==> config.mk <==
export PLATFORM = sky130hd
export DESIGN_NAME = dldo_thermo_ctrl
export DESIGN_NICKNAME = d
export VERILOG_FILES = /design/src/rtl/dldo_pkg.sv /design/src/rtl/dldo_tick_gen.sv /design/src/rtl/dldo_thermo_ctrl.sv
export SDC_FILE = /design/constraint.sdc
export NUM_CORES = 1
export LEC_CHECK = 0
export BUFFER_PORTS_ARGS = -buffer_cell sky130_fd_sc_hd__clkbuf_2
export CORE_ASPECT_RATIO = 0.9
export CORE_UTILIZATION = 40
export CTS_BUF_LIST = sky130_fd_sc_hd__clkbuf_16
export CTS_CLUSTER_DIAMETER = 200
export DETAILED_ROUTE_END_ITERATION = 10
export SETUP_SLACK_MARGIN = 0.3
export SLEW_MARGIN = 0
export SYNTH_ARGS = -nofsm -noshare
export SYNTH_HDL_FRONTEND = slang
export SYNTH_HIERARCHICAL = 1
export SYNTH_SLANG_ARGS = --single-unit
==> constraint.sdc <==
create_clock -name clk -period 6.3 [get_ports clk]
set_input_delay 1.26 -clock clk [delete_from_list [all_inputs] [get_ports clk]]
set_output_delay 1.26 -clock clk [all_outputs]
set_load 0.05 [all_outputs]
==> src/rtl/dldo_pkg.sv <==
// Shared types and helpers for the digital-LDO thermometer loop controller.
package dldo_pkg;

    typedef enum logic [1:0] {
        IDLE   = 2'd0,
        COARSE = 2'd1,
        FINE   = 2'd2,
        LOCK   = 2'd3
    } state_t;

    localparam logic DIR_UP = 1'b1;
    localparam logic DIR_DN = 1'b0;

    // Bits needed to hold a count in 0..n inclusive.
    function automatic int code_w(input int n);
        return $clog2(n + 1);
    endfunction

endpackage

==> src/rtl/dldo_tick_gen.sv <==
// Update-rate divider: one tick every div_sel+1 cycles, held at zero while clear is high.
module dldo_tick_gen #(
    parameter int DIV_W = 4
) (
    input  logic             clk,
    input  logic             rst,
    input  logic             clear,
    input  logic [DIV_W-1:0] div_sel,
    output logic             tick
);

    logic [DIV_W-1:0] cnt;
    logic [DIV_W-1:0] period;

    // The period is sampled only at a wrap so a div_sel change never truncates a running interval.
    always_ff @(posedge clk or negedge rst) begin
        if (!rst) begin
            cnt    <= '0;
            period <= '0;
        end else if (clear || (cnt == period)) begin
            cnt    <= '0;
            period <= div_sel;
        end else begin
            cnt    <= cnt + 1'b1;
        end
    end

    assign tick = !clear && (cnt == period);

endmodule

==> src/rtl/dldo_thermo_ctrl.sv <==
// Digital-LDO loop controller driving an active-low thermometer pass-device bank.
// Build option: define DLDO_LOCK_FREEZE_EN to freeze the code in LOCK instead of rippling by one step.
module dldo_thermo_ctrl
    import dldo_pkg::*;
#(
    parameter int PASS_NUM = 10,
    parameter int STEP_MAX = 4,
    parameter int DIV_W    = 4,
    parameter int LC_CNT   = 4
) (
    input  logic                            clk,
    input  logic                            rst,
    input  logic                            en,
    input  logic                            comp_in,
    input  logic [DIV_W-1:0]                div_sel,
    input  logic [$clog2(STEP_MAX+1)-1:0]   coarse_step,
    output logic [PASS_NUM-1:0]             out,
    output logic [code_w(PASS_NUM)-1:0]     code,
    output logic                            sat_hi,
    output logic                            sat_lo,
    output logic                            settled
);

    localparam int CW = code_w(PASS_NUM);
    localparam int SW = $clog2(STEP_MAX + 1);
    localparam int LW = code_w(LC_CNT);

    state_t          state, state_nxt;
    logic [CW-1:0]   code_nxt;
    logic [LW-1:0]   run, run_nxt, alt, alt_nxt;
    logic            last_dir, last_dir_nxt;
    logic            comp_meta, comp_sync, dir, reversal, tick;
    logic [SW-1:0]   step_eff;
    logic [PASS_NUM-1:0] out_nxt;

    function automatic logic [CW-1:0] move(input logic [CW-1:0] c, input logic up,
                                           input logic [SW-1:0] s);
        logic [CW:0] wide;
        if (up == DIR_UP) begin
            wide = {1'b0, c} + (CW+1)'(s);
            if (wide > (CW+1)'(PASS_NUM)) wide = (CW+1)'(PASS_NUM);
        end else begin
            wide = ({1'b0, c} >= (CW+1)'(s)) ? ({1'b0, c} - (CW+1)'(s)) : '0;
        end
        return wide[CW-1:0];
    endfunction

    always_ff @(posedge clk or negedge rst) begin
        if (!rst) begin
            comp_meta <= 1'b1;
            comp_sync <= 1'b1;
        end else begin
            comp_meta <= comp_in;
            comp_sync <= comp_meta;
        end
    end

    assign dir      = ~comp_sync;
    assign reversal = (dir != last_dir);
    assign step_eff = (coarse_step == '0) ? SW'(1) :
                      (coarse_step > SW'(STEP_MAX)) ? SW'(STEP_MAX) : coarse_step;

    dldo_tick_gen #(.DIV_W(DIV_W)) u_tick (
        .clk     (clk),
        .rst     (rst),
        .clear   (state == IDLE),
        .div_sel (div_sel),
        .tick    (tick)
    );

    always_ff @(posedge clk or negedge rst) begin
        if (!rst) begin
            state    <= IDLE;
            code     <= '0;
            last_dir <= DIR_DN;
            run      <= '0;
            alt      <= '0;
            out      <= '1;
            sat_hi   <= 1'b0;
            sat_lo   <= 1'b1;
            settled  <= 1'b0;
        end else begin
            state    <= state_nxt;
            code     <= code_nxt;
            last_dir <= last_dir_nxt;
            run      <= run_nxt;
            alt      <= alt_nxt;
            out      <= out_nxt;
            sat_hi   <= (code_nxt == CW'(PASS_NUM));
            sat_lo   <= (code_nxt == '0);
            settled  <= (state_nxt == LOCK);
        end
    end

    // Leaving IDLE adopts the current direction so the first coarse tick is not mistaken for a reversal.
    always_comb begin
        state_nxt    = state;
        code_nxt     = code;
        last_dir_nxt = last_dir;
        run_nxt      = run;
        alt_nxt      = alt;
        if (!en) begin
            state_nxt = IDLE;
            run_nxt   = '0;
            alt_nxt   = '0;
        end else begin
            case (state)
                IDLE: begin
                    state_nxt    = COARSE;
                    last_dir_nxt = dir;
                end
                COARSE: if (tick) begin
                    code_nxt     = move(code, dir, step_eff);
                    last_dir_nxt = dir;
                    if (reversal) begin
                        state_nxt = FINE;
                        run_nxt   = '0;
                        alt_nxt   = '0;
                    end
                end
                FINE: if (tick) begin
                    code_nxt     = move(code, dir, SW'(1));
                    last_dir_nxt = dir;
                    if (reversal) begin
                        alt_nxt = alt + 1'b1;
                        run_nxt = '0;
                    end else begin
                        run_nxt = run + 1'b1;
                        alt_nxt = '0;
                    end
                    if (alt_nxt == LW'(LC_CNT)) begin
                        state_nxt = LOCK;
                        run_nxt   = '0;
                        alt_nxt   = '0;
                    end else if (run_nxt == LW'(LC_CNT)) begin
                        state_nxt = COARSE;
                        run_nxt   = '0;
                        alt_nxt   = '0;
                    end
                end
                LOCK: if (tick) begin
                    last_dir_nxt = dir;
                    alt_nxt      = '0;
                    run_nxt      = reversal ? '0 : run + 1'b1;
`ifdef DLDO_LOCK_FREEZE_EN
                    if (run_nxt == LW'(LC_CNT)) begin
                        code_nxt  = move(code, dir, SW'(1));
                        state_nxt = FINE;
                        run_nxt   = '0;
                    end
`else
                    code_nxt = move(code, dir, SW'(1));
                    if (run_nxt == LW'(1)) begin
                        state_nxt = FINE;
                        run_nxt   = '0;
                    end
`endif
                end
                default: state_nxt = IDLE;
            endcase
        end
    end

    always_comb begin
        out_nxt = '1;
        for (int i = 0; i < PASS_NUM; i++) out_nxt[i] = (i >= int'(code_nxt));
    end

endmodule
Word-level counts from Yosys, hierarchy flattened
Index checks and enable logic that the tools add are counted.
{"block": "word_totals", "ramBits": 0, "in_bits": 11, "mem_bits_ro": 0, "mem_count": 0, "word_cells": 109, "latch_bits": 0, "register_bits": 36}
{"block": "op_classes", "magnitude_cmp": 15, "n_mux": 47, "shifts": 0, "add_sub_neg": 7, "n_bitwise": 1, "reduce_logical": 10, "div_mod_pow": 0, "n_eq_ne": 16, "n_mul": 0}
{"operator": "3-bit 2-to-1 mux", "n": 23}
{"operator": "4-bit 2-to-1 mux", "n": 10}
{"operator": "3-bit case mux with 3 select lines", "n": 2}
{"operator": "3-bit by 4-bit >= comparator with 1-bit output, first input constant", "n": 4}
{"operator": "2-bit 2-to-1 mux", "n": 8}
{"operator": "3-bit inequality test, second input constant", "n": 4}
{"operator": "5-bit by 4-bit > comparator with 1-bit output, second input constant", "n": 2}
{"operator": "1-bit by 4-bit >= comparator with 1-bit output, first input constant", "n": 2}
{"operator": "2-bit by 4-bit >= comparator with 1-bit output, first input constant", "n": 2}
{"operator": "4-bit >= comparator, first input constant", "n": 2}
{"operator": "2-bit case mux with 4 select lines", "n": 1}
{"operator": "4-bit case mux with 2 select lines", "n": 1}
{"operator": "3-bit by 1-bit adder with 3-bit output, second input constant", "n": 2}
{"operator": "2-bit equality test, second input constant", "n": 3}
{"operator": "3-bit equality test, second input constant", "n": 2}
{"operator": "4-bit by 1-bit adder with 5-bit output, second input constant", "n": 1}
{"operator": "4-bit by 3-bit adder with 5-bit output", "n": 1}
{"operator": "5-bit AND reduction", "n": 1}
{"operator": "4-bit by 1-bit adder with 4-bit output, second input constant", "n": 1}
{"operator": "4-bit equality test", "n": 1}
{"operator": "4-bit equality test, second input constant", "n": 1}
{"operator": "4-bit by 1-bit >= comparator with 1-bit output, second input constant", "n": 1}
{"operator": "4-bit by 3-bit >= comparator with 1-bit output", "n": 1}
{"operator": "4-bit zero test", "n": 1}
{"operator": "other kinds (19)", "n": 19}

Depth between registers and ports, before layout
Gate-level depths: netlist (run 1).
{"block": "logic_depth", "depth_word": 13, "ltp_mapped": 13}

By module
The synthesis (run 1) kept the hierarchy.
{"mod": "dldo_thermo_ctrl", "area_each_um2": 2024.4, "cells_each": 215, "seq_area_each_um2": 690.7, "instances": 1}
{"mod": "dldo_tick_gen", "area_each_um2": 377.9, "cells_each": 27, "seq_area_each_um2": 200.2, "instances": 1}

Worst setup path before layout (run 1)
No wires, ideal clock.
{"block": "synth_path", "kind": "input -> register", "startpoint": "in coarse_step[0]", "endpoint": "reg out[1]", "n_path_buf": 0, "path_stages": 13, "setup_slack_ps": 2695, "arrival_ps": 3540, "path_cell_list": "inv_1 a21oi_1 ha_1 inv_1 fa_1 a21o_1 a211oi_2 o32ai_1 and3_4 a2111oi_4 inv_2 or2_1 nor2_2"}
{"block": "synth_via", "elab_chain_len": 11}
{"element": "start, declared", "line": "dldo_thermo_ctrl.sv:16", "source": "input logic [$clog2(STEP_MAX+1)-1:0] coarse_step,"}
{"element": "3-bit > comparator", "line": "dldo_thermo_ctrl.sv:61", "source": "(coarse_step > SW'(STEP_MAX)) ? SW'(STEP_MAX) : coarse_step;"}
{"element": "3-bit 2-to-1 mux", "line": "dldo_thermo_ctrl.sv:61"}
{"element": "3-bit 2-to-1 mux *", "line": "dldo_thermo_ctrl.sv:60", "source": "assign step_eff = (coarse_step == '0) ? SW'(1) :"}
{"element": "4-bit by 3-bit adder with 5-bit output", "line": "dldo_thermo_ctrl.sv:40", "source": "wide = {1'b0, c} + (CW+1)'(s);"}
{"element": "5-bit by 4-bit > comparator with 1-bit output", "line": "dldo_thermo_ctrl.sv:41", "source": "if (wide > (CW+1)'(PASS_NUM)) wide = (CW+1)'(PASS_NUM);"}
{"element": "4-bit 2-to-1 mux", "line": "dldo_thermo_ctrl.sv:41"}
{"element": "4-bit 2-to-1 mux *", "line": "dldo_thermo_ctrl.sv:39", "source": "if (up == DIR_UP) begin"}
{"element": "4-bit 2-to-1 mux *", "line": "dldo_thermo_ctrl.sv:112", "source": "COARSE: if (tick) begin"}
{"element": "4-bit case mux with 2 select lines *", "line": "dldo_thermo_ctrl.sv:107", "source": "case (state)"}
{"element": "4-bit 2-to-1 mux *", "line": "dldo_thermo_ctrl.sv:102", "source": "if (!en) begin"}
{"element": "named net code_nxt[1]", "line": "dldo_thermo_ctrl.sv:29", "source": "logic [CW-1:0] code_nxt;"}
{"element": "1-bit by 4-bit >= comparator with 1-bit output *", "line": "dldo_thermo_ctrl.sv:166", "source": "for (int i = 0; i < PASS_NUM; i++) out_nxt[i] = (i >= int'(code_nxt));"}
{"element": "named net out_nxt[1]", "line": "dldo_thermo_ctrl.sv:34", "source": "logic [PASS_NUM-1:0] out_nxt;"}
{"element": "end signal, assigned", "line": "dldo_thermo_ctrl.sv:88", "source": "out <= out_nxt;"}
{"element": "end, declared", "line": "dldo_thermo_ctrl.sv:17", "source": "output logic [PASS_NUM-1:0] out,"}
Mark *: on every way through the listed nets, which the timed path passes. The rest lies on a longest branch.
A chain may end at the register's enable or synchronous reset.

Worst setup path in the final report (run 1)
{"block": "layout_path", "startpoint": "in coarse_step[1]", "endpoint": "reg out[1]"}
Same word-level chain as after synthesis.

==> results of run 1 <==
registers in the layout, indices dropped and copies added (netlist names):
signal and flops:
out 10, code 4, u_tick/cnt 4, u_tick/period 4, alt 3, run 3
state 2, comp_meta 1, comp_sync 1, last_dir 1, sat_hi 1, settled 1
logic make-up after synthesis:
| family | count (synthesis) | synth area share (%) |
|---|---|---|
| flip-flops | 35 | 37.1 |
| AND/OR/NAND/NOR | 80 | 19.4 |
| AO/OA/AOI/OAI | 63 | 20.2 |
| XOR/XNOR | 12 | 5.16 |
| multiplexers | 6 | 2.76 |
| adder cells (fa/ha/maj) | 18 | 10.0 |
| buffers and inverters | 28 | 5.47 |
per-layer routing:
layer,track usage (%),share of wire (%),vias to the layer above
met5,0,0,-
met4,3.39,0.56,0
met3,5.09,3.6,4
met2,23.3,42,30
met1,23.6,54,862
li1,-,-,910
layout make-up:
cell class	instances	area [µm²]
clock buffer	5	125
clock inverter	3	47.5
fill	552	2990
inverter	18	67.6
multi-input combinational	179	1380
sequential	35	891
tap	70	87.6
timing repair buffer	27	135
cells in the final DEF, fill, tap and decap left out, types with 4 or more instances in the layout:
| cell | Yosys | routed |
|---|---|---|
| a21o_1 | 5 | 5 |
| a21oi_1 | 13 | 13 |
| and2_1 | 4 | 4 |
| clkbuf_16 | 0 | 5 |
| clkbuf_2 | 0 | 27 |
| dfrtp_1 | 23 | 23 |
| dfstp_2 | 12 | 12 |
| ha_1 | 16 | 16 |
| inv_1 | 16 | 16 |
| mux2_2 | 4 | 4 |
| nand2_1 | 15 | 15 |
| nand2b_1 | 6 | 6 |
| nand3_1 | 5 | 5 |
| nor2_1 | 11 | 11 |
| nor2b_1 | 9 | 9 |
| nor3_1 | 4 | 4 |
| nor3b_1 | 4 | 4 |
| o21ai_0 | 11 | 11 |
| xnor2_1 | 9 | 9 |
power by group through the flow:
stage,Combinational (µW),Sequential (µW),Clock [µW]
global placement,78.0,250,0
CTS,79.1,246,297
floorplan,58.0,251,0
finish,77.8,246,288
global route,86.8,248,304
detailed placement,78.5,250,0
final timing paths:
path	start	end	slack (ns)	cells past startpoint
hold / removal	comp_meta	comp_sync	0.36	0
max in group asynchronous	rst	code[2]	4.70	1
min in group asynchronous	rst	run[1]	1.06	1
setup / recovery	coarse_step[1]	out[1]	2.62	13
hold reg to reg	comp_meta	comp_sync	0.36	0
setup reg to reg	code[0]	out[1]	3.27	12
metrics by stage:
stage	setup WS [ns]	power, µW	instances	utilization, %
2_1_floorplan	2.70	309	242	-
3_3_place_gp	2.43	328	329	44.7
3_5_place_dp	2.33	328	329	44.7
4_1_cts	2.60	623	337	47.7
5_1_grt	2.43	639	337	47.7
6_report	2.62	612	337	47.7
==> impl_metrics.toml, run 1 <==
[placement]
place.gp.congestion = 0.774
port_buffers = 27
dp_hpwl_mm = 3.39
postPlaceCellArea_um2 = 2560

[cts]
clock_sinks = 35
cts_buffers = 5
clock_path_buffers = 2
post-cts-setup-buffer-count = 0
ctsHoldBuffers = 0
postCtsResizedCells = 0
path_clk_slew_ns = 0.06
h-tree-depth = 2
tritoncts = "yes"
clock_latency_ns = 0.28
root_buffer = "clkbuf_16"

[sta]
worstMarginPinSlew_ns = 0.836
setup_viol = 0
rsz0062_at_grt = "no"
drv_slew = 0
fin_crit_sh_pct = 58.5
slew-limit-headroom_pct = 44.3
final.setup.tns_ns = 0
skew_ns = 0.00445
layout_min_cycle_time_ns = 3.68
finalHoldViolCount = 0
hold-worst-slack_ns = 0.357
timing.fmax_mhz = 271

[floorplan]
initial_core_util_pct = 42.0
core_area_um2 = 5730
num_rows = 26
die_area_um2 = 6320
pin_count = 28
chipHeight_um = 75.5
dieWidth_um = 83.7

[drt]
num_vias = 1806
routed_wl_mm = 4.85
first_pass_iters = 4
wl_per_cell_um = 14.4
drtIter0Drc = 71
detail-route-antenna-nets = 0
route.detailed.drc = 0
via_per_inst = 5.36

[final_layout]
insertedDiodeCount = 0
drive_gt1_share_pct = 25.1
stdcell_area_um2 = 2730
syn2layout_area_growth_pct = 13.8
nNetsFinal = 295

[power]
p_leak_uw = 0.00118
seq_power_share_pct = 40.3
p_sw_share_pct = 25.4
p_per_area_nw_per_um2 = 224
peakVddDrop_uv = 130
power_switching_uw = 155
p_int_uw = 457
power_frac_comb_pct = 12.7
power_frac_clock_pct = 47.0

[synthesis]
synth_largest_area_cell = "dfrtp_1"
synth.distinct_cells = 68
syn-num-nets = 271
ys_seq_area_share_pct = 37.1
async_flop_share_pct = 100
yosys-top-cells-area = "dfrtp_1 (24%), dfstp_2 (13%), ha_1 (8.3%), xnor2_1 (3.3%), a21oi_1 (2.7%)"
synthCells = 242
synth_most_common_cell = "dfrtp_1"
synth-edff-count = 0
synth_commonest_cells = "dfrtp_1 (23), ha_1 (16), inv_1 (16)"
yosysTopAreaCellShare_pct = 24.0
synth_area_per_cell_um2 = 9.93
syn_area_um2 = 2400
synth_seq_cells = 35
yosys_most_used_dff = "dfrtp_1"
yosys_warnings = 6

[critical_path]
slowest_stage = "fa_1"
startpoint_type = "primary input"
arrival_ns = 3.90
worstPathRequired_ns = 6.52
crit_path_max_incr_delay_ns = 0.39
crit_family = "compound AO/OA/AOI/OAI gates"
critical_path_class = "in -> reg"
crit_chain = "clkbuf_2, a21oi_1, ha_1, inv_1, fa_1, a21o_1, a211oi_2, o32ai_1, and3_4, a2111oi_4, inv_2, or2_1, nor2_2"
path_buf_inv = 3
path_max_fanout = 4
critPathCaptureType = "flop"

[global_routing]
gr-total-overflow = 0
antenna_found_initial = 0
grt_pass1_vias = 1649
grt_max_degree = 36
grt_first_pass_wirelength_mm = 7.96
grt_usage_pct = 16.1

[job]
cap_violations = 0

[status]
outcome = "complete, no violations"

[hold_path]
hold_class = "reg -> reg"
(Power assumes the default switching activity.)
==> run 2, diff against run 1 <==
Clock period 6.3 ns to 3 ns, I/O delays scaled along.
==> run 2 against run 1 <==
Routed wire length up 1.4%. Hold slack about the same. Largest cell class unchanged. Global-route usage up 0.18 points. Largest power group unchanged. Critical endpoint unchanged. Worst setup slack worse by 2.3 ns. Critical path depth unchanged. Non-clock buffer count up 15. First-iteration DRC count up 44%.
==> impl_metrics.toml, run 2 (synthesis gave the netlist of run 1 again) <==
[power]
peakVddDrop_uv = 362
seq_power_share_pct = 39.9
p_sw_share_pct = 25.0
power_frac_comb_pct = 14.6
power_frac_clock_pct = 45.6
p_int_uw = 977
p_leak_uw = 0.00128
power_switching_uw = 326
p_per_area_nw_per_um2 = 443

[floorplan]
pin_count = 28
die_area_um2 = 6320
chipHeight_um = 75.5
core_area_um2 = 5730
dieWidth_um = 83.7
initial_core_util_pct = 42.0
num_rows = 26

[final_layout]
post-route-util_pct = 51.4
layout.cells.non_filler = 352
insertedDiodeCount = 0
final_cell_mix = "clkbuf_2 (24), dfrtp_1 (22), nand2_1 (15), ha_1 (15), buf_4 (15)"
syn2layout_area_growth_pct = 22.4
multi_input_area_um2 = 1450
fill_cells = 505
layout.area.seq_um2 = 892
drive_gt1_share_pct = 34.4
nNetsFinal = 310
final_common_cell = "clkbuf_2"
regMostFlops = "out"
largest_reg_flops = 10

[sta]
skew_ns = 0.00741
setup_viol = 0
finalHoldViolCount = 0
fin_crit_sh_pct = 89.8
layout_min_cycle_time_ns = 2.69
hold-worst-slack_ns = 0.356
slew-limit-headroom_pct = 43.8
timing.fmax_mhz = 371
drv_slew = 0
worst_slack_ns = 0.307
rsz0062_at_grt = "yes"
worstMarginPinSlew_ns = 0.842

[hold_path]
hold_class = "reg -> reg"

[critical_path]
worstPathRequired_ns = 3.21
critical_path_class = "in -> reg"
path_max_fanout = 4
critPathCaptureType = "flop"
startpoint_type = "primary input"
ff2ff_setup_slack_ns = 0.36
arrival_ns = 2.91

[drt]
route.detailed.drc = 0
first_pass_iters = 4
via_per_inst = 5.30
routed_wl_mm = 4.92
drtIter0Drc = 102
wl_per_cell_um = 14.0
num_vias = 1866
detail-route-antenna-nets = 0

[cts]
clock_path_buffers = 2
cts_buffers = 5
clock_latency_ns = 0.28
tritoncts = "yes"
path_clk_slew_ns = 0.06
h-tree-depth = 2
root_buffer = "clkbuf_16"
clock_sinks = 35

[global_routing]
grt_pass1_vias = 1738
grt_usage_pct = 16.3
grt_max_degree = 36
antenna_found_initial = 0
grt_first_pass_wirelength_mm = 8.34
gr-total-overflow = 0

[placement]
post-place-ws_ns = -0.0240
placedCellCount = 337
dp_hpwl_mm = 3.51
port_buffers = 27
place.gp.congestion = 0.806

[status]
outcome = "complete, no violations"

[job]
cap_violations = 0
-- run 2: cell count changes in the layout (fill, tap and decap cells not counted), sizes merged --
cell | before | now
buf | 0 | 18
clkbuf | 32 | 29
-- run 2: timing repair --
item / 4_1_cts / 5_1_grt
buffers inserted: 4 / 3
hold buffers: 0 / 0
gates resized for setup: 1 / 17
pin swaps: 1 / 6
setup endpoints to repair: 5 / 11
-- run 2: worst paths after layout --
path | start | endpoint | cells after the start
min | comp_meta | comp_sync | 0
min reg2reg | comp_meta | comp_sync | 0
min in group asynchronous | rst | run[1] | 1
max in group asynchronous | rst | code[0] | 1
max reg2reg | code[0] | out[1] | 12
max | coarse_step[1] | out[1] | 13
-- run 2: final cells by class --
cell class	count	area share, %
flip-flops and latches	35	30.3
repair buffers	42	9.19
clock buffers	5	4.25
inverters	18	2.30
multi-input cells	179	49.3
well taps	70	2.98
clock inverters	3	1.62
-- run 2: per-stage QoR --
stage / power (µW) / TNS [ns] / area, µm²
6_report: 1300 / 0 / 2940
5_1_grt: 1360 / 0 / 2940
4_1_cts: 1300 / 0 / 2840
3_5_place_dp: 696 / -0.0363 / 2630
3_3_place_gp: 694 / 0 / 2630
2_1_floorplan: 650 / 0 / 2410
-- run 2: per-layer routing --
metal  share of wire (%)  up-vias  track usage (%)
met2                  42       26             25.6
li1                    -      941                -
met5                   0        -                0
met4                0.28        0             2.26
met1                  54      897             23.7
met3                 3.1        2             3.68
-- run 2: critical path, stage by stage --
cell and delay [ns]:
buf_8 0.10, a21oi_4 0.15, ha_2 0.20, inv_2 0.04, fa_2 0.33, a21o_1 0.20, a211oi_4 0.27, o32ai_2 0.11
and3_4 0.20, a2111oi_4 0.30, inv_2 0.08, or2_4 0.24, nor2_2 0.08
-- run 2: power groups by stage --
stage / logic [µW] / clock network [µW] / registers [µW]
after floorplan: 123 / 0 / 527
after global placement: 171 / 0 / 523
after detailed placement: 173 / 0 / 523
after CTS: 176 / 605 / 516
after global routing: 208 / 625 / 522
final: 190 / 594 / 519
==> run 3, diff against run 2 <==
Settings changed: BUFFER_PORTS_ARGS -buffer_cell sky130_fd_sc_hd__clkbuf_2 to not set, DONT_BUFFER_PORTS set to 1, SYNTH_HIERARCHICAL 1 to not set.
==> run 3 against run 2 <==
Maximum frequency increased by 4.8%. Power increased by 5.2%. Combinational power increased by 9%. Utilization decreased by 3.8 points. Synthesized cell count increased by 0.83%. Sequential share of layout area increased by 2.5 points. Critical path depth decreased by 4. Worst setup slack improved by 0.12 ns. Non-clock buffer count decreased by 33.
==> impl_metrics.toml, run 3 <==
[status]
outcome = "complete, no violations"

[critical_path]
startpoint_type = "flop"
path_max_fanout = 4
path_buf_inv = 1
slowest_stage = "fa_1"
arrival_ns = 2.73
ff2ff_setup_slack_ns = 0.43
crit_path_max_incr_delay_ns = 0.44
worstPathRequired_ns = 3.16
crit_chain = "inv_1, ha_1, fa_1, nor2b_2, nor2_1, a2111oi_1, o31ai_1, o211ai_1, and4bb_1"
critical_path_class = "reg -> reg"
crit_family = "compound AO/OA/AOI/OAI gates"
critPathCaptureType = "flop"

[drt]
drtIter0Drc = 119
m1WireLength_mm = 2.55
wl_met2_mm = 2.33
routed_wl_mm = 5.33
detail-route-antenna-nets = 0
wl_met3_um = 388
route.detailed.drc = 0
first_pass_iters = 4
wl_per_cell_um = 16.8
num_vias = 1826
highest_layer = "met4"
via_per_inst = 5.76

[power]
peakVddDrop_uv = 339
p_per_area_nw_per_um2 = 504
p_leak_uw = 0.00113
p_total_uw = 1370

[placement]
port_buffers = 0
dp_hpwl_mm = 3.65
place.gp.congestion = 0.811
placedCellCount = 305

[synthesis]
synth_most_common_cell = "dfrtp_1"
synth-edff-count = 0
synth_commonest_cells = "dfrtp_1 (23), nor2_1 (19), ha_1 (18)"
yosys_warnings = 0
synth.distinct_cells = 64
yosys_most_used_dff = "dfrtp_1"
async_flop_share_pct = 100
syn-num-nets = 275
yosysTopAreaCellShare_pct = 23.9
yosys-top-cells-area = "dfrtp_1 (24%), dfstp_2 (13%), ha_1 (9.4%), nor2_1 (3.0%), xnor2_2 (2.7%)"
synthCells = 244
ys_seq_area_share_pct = 37.0
synth_area_per_cell_um2 = 9.86
synth_seq_cells = 35
synth_largest_area_cell = "dfrtp_1"
syn_area_um2 = 2410

[global_routing]
grt_max_degree = 36
antenna_found_initial = 0
gr-total-overflow = 0
grt_pass1_vias = 1774
grt_first_pass_wirelength_mm = 8.76
grt_usage_pct = 17.5

[floorplan]
core_area_um2 = 5730
pin_count = 28
initial_core_util_pct = 42.0
die_area_um2 = 6330
dieWidth_um = 83.8
num_rows = 26
chipHeight_um = 75.6

[final_layout]
drive_gt1_share_pct = 21.1
regMostFlops = "out"
nNetsFinal = 277
fill_cells = 520
final_cell_mix = "dfrtp_1 (21), nor2_1 (19), ha_1 (18)"
layout.cells.non_filler = 317
largest_reg_flops = 10
syn2layout_area_growth_pct = 13.2
insertedDiodeCount = 0
final_common_cell = "dfrtp_1"

[hold_path]
hold_class = "in -> async"

[cts]
cts_buffers = 5
clock_sinks = 35
root_buffer = "clkbuf_16"
path_clk_slew_ns = 0.05
clock_path_buffers = 2
tritoncts = "yes"
clock_latency_ns = 0.28
h-tree-depth = 2

[sta]
layout_min_cycle_time_ns = 2.57
slew-limit-headroom_pct = 57.7
finalHoldViolCount = 0
final.setup.tns_ns = 0
skew_ns = 0.00268
worstMarginPinSlew_ns = 0.632
rsz0062_at_grt = "yes"
timing.fmax_mhz = 389
drv_slew = 0
fin_crit_sh_pct = 85.7
setup_viol = 0

[job]
cap_violations = 0
run 3: cell count changes after synthesis, moves of 3 or more:
cell / previous run / this run
a21boi_1: 1 / 4
a21o_1: 5 / 2
a21oi_1: 13 / 9
a31oi_1: 1 / 4
buf_2: 3 / 7
nand2b_1: 6 / 3
nor2_1: 11 / 19
o21ai_0: 11 / 5
o31ai_1: 0 / 5
xnor2_1: 9 / 4
xnor2_2: 0 / 4
run 3: cell type report:
class,count,area [µm²],area share [%]
multi-input cells,179,1430,52.5
flip-flops and latches,35,893,32.8
clock buffers,5,125,4.60
well taps,70,87.6,3.22
repair buffers,9,85.1,3.13
inverters,16,60.1,2.21
clock inverters,3,41.3,1.52
run 3: kinds of logic after synthesis:
| logic type | synth area share [%] |
|---|---|
| AND/OR/NAND/NOR | 18.5 |
| multiplexers | 2.70 |
| XOR/XNOR | 5.62 |
| AO/OA/AOI/OAI | 19.6 |
| buffers and inverters | 5.51 |
| flip-flops | 37.0 |
| adder cells (fa/ha/maj) | 11.0 |
run 3: per-layer routing:
metal,track usage [%],vias to the layer above
met4,6.03,0
met2,26.6,50
li1,-,887
met3,4.66,7
met5,0,-
met1,24.3,882
run 3: per-stage QoR:
stage,hold slack [ns],instance area (µm²),setup WS (ns),util (%)
CTS,0.00862,2650,0.339,46.2
global placement,0.306,2470,0.187,43.1
finish,0.0155,2720,0.430,47.6
detailed placement,0.306,2470,0.0814,43.1
global route,0.00226,2720,0.285,47.6
floorplan,0.304,2410,0.385,-
run 3: report_power, final:
part	leakage [µW]	switching (µW)	internal, µW
Sequential	0.000430	75.7	511
Clock	0.0000812	190	388
Combinational	0.000623	122	84.9
run 3: repair_timing:
item                                    in CTS  in global routing
pin swaps                                    0                  2
hold buffers                                 0                  2
endpoints found under the setup margin       2                  8
hold endpoints to repair                     0                  3
buffers inserted                             0                  2
gates resized for setup                      1                  9
run 3: worst paths after layout:
check                           startpoint               end  cells past startpoint
min in group clk                   comp_in         comp_meta                      0
worst min-delay path                   rst            alt[0]                      0
max in group asynchronous              rst  u_tick.period[1]                      1
worst max register to register     code[0]            sat_hi                      9
worst min register to register   comp_meta         comp_sync                      0
worst max-delay path               code[0]            sat_hi                      9
